### src/rtl/z_writeback_stage_pkg.sv
// ============================================================================
// Module      : z_writeback_stage_pkg
// Description : Shared opcode constants, bus destination codes and FSM states
//               for the Z writeback stage.
// Revision    : 1.0 - initial release
// ============================================================================
`default_nettype none

package z_writeback_stage_pkg;

    localparam logic [4:0] OP_ADD = 5'b00011;
    localparam logic [4:0] OP_DIV = 5'b01111;
    localparam logic [4:0] OP_MUL = 5'b10000;

    localparam logic [1:0] DEST_RZ = 2'd0;
    localparam logic [1:0] DEST_LO = 2'd1;
    localparam logic [1:0] DEST_HI = 2'd2;

    typedef enum logic [1:0] {
        ST_IDLE    = 2'd0,
        ST_XFER_RZ = 2'd1,
        ST_XFER_LO = 2'd2,
        ST_XFER_HI = 2'd3
    } state_t;

    function automatic logic is_two_word(input logic [4:0] op);
        return (op == OP_MUL) || (op == OP_DIV);
    endfunction

endpackage

`default_nettype wire

### src/rtl/z_hold_reg.sv
// ============================================================================
// Module      : z_hold_reg
// Description : Clear/enable register pair holding the ALU result as ZHi/ZLo.
// Revision    : 1.0 - initial release
// ============================================================================
`default_nettype none

module z_hold_reg #(
    parameter int DATA_W = 32
) (
    input  logic                clk,
    input  logic                clr,
    input  logic                en_i,
    input  logic [2*DATA_W-1:0] d_i,
    output logic [DATA_W-1:0]   hi_o,
    output logic [DATA_W-1:0]   lo_o
);

    logic [DATA_W-1:0] hi_q;
    logic [DATA_W-1:0] lo_q;

    always_ff @(posedge clk) begin
        if (clr) begin
            hi_q <= '0;
            lo_q <= '0;
        end else if (en_i) begin
            hi_q <= d_i[2*DATA_W-1:DATA_W];
            lo_q <= d_i[DATA_W-1:0];
        end
    end

    assign hi_o = hi_q;
    assign lo_o = lo_q;

endmodule

`default_nettype wire

### src/rtl/z_writeback_stage.sv
// ============================================================================
// Module      : z_writeback_stage
// Description : Captures the 64-bit ALU result into ZHi/ZLo and drains it onto
//               the bus as one (Rz) or two (LO, HI) valid/ready transfers.
//               Optional result flags enabled by defining Z_FLAGS_EN.
// Revision    : 1.0 - initial release
// ============================================================================
`default_nettype none

module z_writeback_stage
    import z_writeback_stage_pkg::*;
#(
    parameter int DATA_W = 32
) (
    input  logic                clk,
    input  logic                clr,
    input  logic [2*DATA_W-1:0] alu_c,
    input  logic [4:0]          opcode,
    input  logic                z_in,
    output logic                z_ready,
    output logic [DATA_W-1:0]   zhi_out,
    output logic [DATA_W-1:0]   zlo_out,
    output logic                bus_valid,
    input  logic                bus_ready,
    output logic [DATA_W-1:0]   bus_data,
    output logic [1:0]          bus_dest,
    output logic                flag_zero,
    output logic                flag_neg
);

    state_t            state_q, state_d;
    logic              is_div_q, is_div_d;
    logic              valid_q, valid_d;
    logic [DATA_W-1:0] data_q, data_d;
    logic [1:0]        dest_q, dest_d;
    logic              capture;
    logic [DATA_W-1:0] zhi, zlo;

    assign capture = z_in && (state_q == ST_IDLE);

    z_hold_reg #(
        .DATA_W (DATA_W)
    ) u_hold (
        .clk  (clk),
        .clr  (clr),
        .en_i (capture),
        .d_i  (alu_c),
        .hi_o (zhi),
        .lo_o (zlo)
    );

    always_ff @(posedge clk) begin
        if (clr) begin
            state_q  <= ST_IDLE;
            is_div_q <= 1'b0;
            valid_q  <= 1'b0;
            data_q   <= '0;
            dest_q   <= DEST_RZ;
        end else begin
            state_q  <= state_d;
            is_div_q <= is_div_d;
            valid_q  <= valid_d;
            data_q   <= data_d;
            dest_q   <= dest_d;
        end
    end

    // Output words are computed one cycle ahead so bus_data/bus_dest are registered.
    always_comb begin
        state_d  = state_q;
        is_div_d = is_div_q;
        valid_d  = valid_q;
        data_d   = data_q;
        dest_d   = dest_q;
        case (state_q)
            ST_IDLE: begin
                if (z_in) begin
                    valid_d  = 1'b1;
                    is_div_d = (opcode == OP_DIV);
                    if (is_two_word(opcode)) begin
                        state_d = ST_XFER_LO;
                        dest_d  = DEST_LO;
                        data_d  = (opcode == OP_DIV) ? alu_c[2*DATA_W-1:DATA_W]
                                                     : alu_c[DATA_W-1:0];
                    end else begin
                        state_d = ST_XFER_RZ;
                        dest_d  = DEST_RZ;
                        data_d  = alu_c[DATA_W-1:0];
                    end
                end
            end
            ST_XFER_RZ: begin
                if (bus_ready) begin
                    state_d = ST_IDLE;
                    valid_d = 1'b0;
                end
            end
            ST_XFER_LO: begin
                if (bus_ready) begin
                    state_d = ST_XFER_HI;
                    dest_d  = DEST_HI;
                    data_d  = is_div_q ? zlo : zhi;
                end
            end
            ST_XFER_HI: begin
                if (bus_ready) begin
                    state_d = ST_IDLE;
                    valid_d = 1'b0;
                end
            end
            default: begin
                state_d = ST_IDLE;
                valid_d = 1'b0;
            end
        endcase
    end

`ifdef Z_FLAGS_EN
    logic zero_q, neg_q;

    always_ff @(posedge clk) begin
        if (clr) begin
            zero_q <= 1'b0;
            neg_q  <= 1'b0;
        end else if (capture) begin
            zero_q <= (alu_c[DATA_W-1:0] == '0);
            neg_q  <= alu_c[DATA_W-1];
        end
    end

    assign flag_zero = zero_q;
    assign flag_neg  = neg_q;
`else
    assign flag_zero = 1'b0;
    assign flag_neg  = 1'b0;
`endif

    assign z_ready   = (state_q == ST_IDLE);
    assign zhi_out   = zhi;
    assign zlo_out   = zlo;
    assign bus_valid = valid_q;
    assign bus_data  = data_q;
    assign bus_dest  = dest_q;

endmodule

`default_nettype wire

### config.mk
export PLATFORM = sky130hd
export DESIGN_NAME = z_writeback_stage
export DESIGN_NICKNAME = d
export VERILOG_FILES = /design/src/rtl/z_writeback_stage_pkg.sv /design/src/rtl/z_hold_reg.sv /design/src/rtl/z_writeback_stage.sv
export SDC_FILE = /design/constraint.sdc
export NUM_CORES = 1
export LEC_CHECK = 0
export BUFFER_PORTS_ARGS = -buffer_cell sky130_fd_sc_hd__buf_2
export CAP_MARGIN = 20
export CORE_MARGIN = 2
export CORE_UTILIZATION = 49
export DETAILED_ROUTE_END_ITERATION = 8
export PLACE_DENSITY = 0.87
export SETUP_SLACK_MARGIN = 0.15
export SLEW_MARGIN = 15
export SYNTH_ARGS = -nofsm -noshare
export SYNTH_HDL_FRONTEND = slang
export SYNTH_SLANG_ARGS = --single-unit
### constraint.sdc
create_clock -name clk -period 1.9 [get_ports clk]
set_input_delay 0.19 -clock clk [delete_from_list [all_inputs] [get_ports clk]]
set_output_delay 0.19 -clock clk [all_outputs]
set_load 0.005 [all_outputs]
==> results list <==
- Met2 GRT Util: 42.4%
- The most numerous cell type found on the critical path is sky130_fd_sc_hd__buf_4.
* Element type at the critical path end: flip-flop
* Number of distinct library cells after synthesis: 32
* Die height: 100 um
- Wire length of the first global-routing pass: 20300 um
* Setup repair after global routing missed its margin: no
* Number of fillers in the final layout: 816
* Layout overhead on the synthesized area: 23.6%
- Number of enable-type register cells in the synthesized netlist: 0
* Number of maximum-capacitance violations: 0
- In this run the worst path has a maximum fanout of 14.
- Maximum cell stage delay along the critical path: 0.61 ns
- First-pass detailed-route iteration total: 5
- Cells along the critical path: buf_4 > nand2b_1 > buf_4 > nor2_1 > mux2i_1 > a31oi_1
- Routability-driven placement finished with a final weighted congestion of just over 0.8.
* Number of setup buffers added after CTS: 0
* Residual overflow from global routing: 0
- Clock-pin slew on the worst setup and hold paths: 0.11 ns
* Number of warnings printed during yosys synthesis: 0
* Standard cell with the maximum stage delay on the critical path: sky130_fd_sc_hd__dfxtp_1
- Per-cell via count in the routed design: 5.60
- Remaining max-slew budget at the tightest pin: 46.3%
- In this run the biggest area consumer among cell types represents around 45% of the synthesized area.
- Top Usage Layer GRT: met2
- On the final layout, the worst clock skew is ~0.017 ns.
- Synth area leaders: sky130_fd_sc_hd__dfxtp_1 45%, sky130_fd_sc_hd__nand2_1 12%, sky130_fd_sc_hd__mux2i_1 10%, sky130_fd_sc_hd__a21oi_1 7.6%, sky130_fd_sc_hd__o2bb2ai_1 3.5%
- At the worst endpoint, the arrival time is 1.85 ns.
- After synthesis the cells add up to 0.00456 mm^2.
* Core Area: 0.00911 mm^2
* Commonest non-fill, non-tap cell in the layout: sky130_fd_sc_hd__buf_2
* Die width: 100 um
* Slew at the pin closest to its max-slew limit: between 0.8 and 0.9 ns
- The hold violation count in the final report is 0.
- Yosys top cell by area: sky130_fd_sc_hd__dfxtp_1
- Number of design-rule violations left by the first detailed-router iteration: 182
- VDD sags by at most a little over 0.0004 V.
* Number of nets with antenna violations after routing: 0
- Via count of the first global-routing pass: 4310
* Met3 usage in global routing: 6.69%
* GRT Util Overall: between 20% and 30%
- The final layout contains 773 nets.
* Register-to-register setup slack: 0.29 ns
- In the synthesized netlist the dominant register cell turns out to be sky130_fd_sc_hd__dfxtp_1.
- Highest clock frequency the design can meet: 0.621 GHz
* PwrDens: 772 mW/mm^2
- Dividing the synthesized area by the synthesized cell count gives 8.24 um^2.
* DP Cell Count: 800
- STA puts the critical path data required time at 2.14 ns.
- Leaving out fill and tap cells, the most frequent cells in the layout are 172 x sky130_fd_sc_hd__buf_2, 151 x sky130_fd_sc_hd__nand2_1, 101 x sky130_fd_sc_hd__dfxtp_1.
* Number of buffers created by CTS: 9
- TritonCTS built the clock tree.
- DP HPWL: 8910 um
- After detailed routing, the number of remaining DRC violations is 0.
- After technology mapping, the gate count stands at 553.
- In this run the core area contains 35 standard-cell rows.
* Initial antenna violation count: 0
- The worst hold path belongs to the class in2reg.
* Critical path class: reg2reg
* Met1 Track Usage GR: between 30% and 40%
- H-tree Lvls: 3
* Clock latency at the later pin of the worst-skew pair: around 0.36 ns
* Pin count of the biggest net entering global routing: 68
- IO Count: 175
* Overall routed net length: 13100 um
- Result of the run: completed
- Count of state elements after synthesis: approximately 100
- Die ar.: just over 0.01 mm^2
* P_leak: 2.34 nW
- Clock tree synthesis found a total of between 100 and 150 sinks.
- Number of setup violations in the final report: 0
* Number of buffers between clock root and the deepest sink: 2
- After layout, the worst path uses 84.8% of the clock period.
- Of all flip-flops after synthesis, the portion carrying an async set or reset was 0%.
- Setup_tns: 0 ns
- The share of the Yosys chip area taken by registers is 44.8%.
* Sort of element at the start of the critical path: flip-flop
- The final-report max-slew violation count came to 0.
- Fin crit period: 1.61 ns
* Post-route worst hold slack: 0.0672 ns
* Fraction of final layout cells sized beyond drive strength 1: 30.5%
* Clock root cell: sky130_fd_sc_hd__clkbuf_8
- Total inserted antenna cells: 0
- Via total after detailed routing: ~4.6k
* Post-DR wirelength/cell: roughly 16 um
* Initial Util: 50.0%
* Number of port buffers: 172
* Final instance count without filler cells: 816
where the power goes:
group	internal, mW	switching, mW	total [mW]
combinational	0.312	0.398	0.710
sequential	2.28	0.103	2.38
clock	0.491	0.764	1.26
total	3.08	1.26	4.35
critical path: cells and delay by family, from the launching register on:
family	cells	cell delay [ns]
flops	1	0.61
buf+inv	2	0.44
simple gates	2	0.18
mux	1	0.15
compound gates	1	0.11
through the flow:
step / power [mW] / utilization [%] / worst slack (ns) / cell area (um^2)
final: 4.35 / 61.8 / 0.289 / 5630
after global routing: 4.55 / 61.8 / 0.159 / 5630
after CTS: 4.38 / 61.8 / 0.280 / 5630
after detailed placement: 3.14 / 59.8 / 0.289 / 5450
after global placement: 3.11 / 59.8 / 0.362 / 5450
after floorplan: 2.81 / - / 0.537 / 4560
flip-flops by register name, indices dropped and copies added (netlist names):
signal / flops
bus_data: 32
u_hold.hi_o: 32
u_hold.lo_o: 32
bus_dest: 2
state_q: 2
bus_valid: 1
is_div_q: 1
cells by family after synthesis:
family / share of synthesized area [%]
buf+inv: 6.12
simple gates: 20.7
flops: 44.8
mux: 10.3
compound gates: 17.9
other cells: 0.0823
cell type report:
class                           count  area [um^2]  share of cell area, %
Tap cell                          111          139                   2.47
Clock inverter                      7         55.1                  0.978
Clock buffer                        9          124                   2.20
Timing Repair Buffer              187         1010                   18.0
Multi-Input combinational cell    400         2260                   40.1
Sequential cell                   102         2040                   36.3
synthesized netlist by cell type (2+ instances only):
master	instances
sky130_fd_sc_hd__mux2i_1	47
sky130_fd_sc_hd__nand3_1	28
sky130_fd_sc_hd__nor3_1	18
sky130_fd_sc_hd__buf_2	22
sky130_fd_sc_hd__nor2_1	18
sky130_fd_sc_hd__a31oi_1	14
sky130_fd_sc_hd__dfxtp_1	102
sky130_fd_sc_hd__nand2b_1	2
sky130_fd_sc_hd__buf_6	6
sky130_fd_sc_hd__a21oi_1	69
sky130_fd_sc_hd__clkbuf_1	21
sky130_fd_sc_hd__nand2_1	151
sky130_fd_sc_hd__o311ai_0	8
sky130_fd_sc_hd__o311ai_1	10
sky130_fd_sc_hd__o2bb2ai_1	18
sky130_fd_sc_hd__buf_4	3
path summary, 6_finish.rpt:
path,startpoint,end,cells past startpoint
setup reg to reg,state_q[0],bus_data[11],6
hold reg to reg,bus_valid,bus_valid,2
setup / recovery,state_q[0],bus_data[11],6
hold / removal,alu_c[7],u_hold.lo_o[7],3
metal layers:
metal / wire [um] / up-vias
met2: 6390 / 197
met3: 1160 / 19
met1: 5340 / 2136
li1: - / 2217
met5: 0 / -
met4: 219 / 0
repair_timing:
item / in CTS / in global routing
resized for setup: 0 / 1
hold buffers: 0 / 0
endpoints found under the setup margin: 0 / 7
Power figures use the tool's default switching activity.
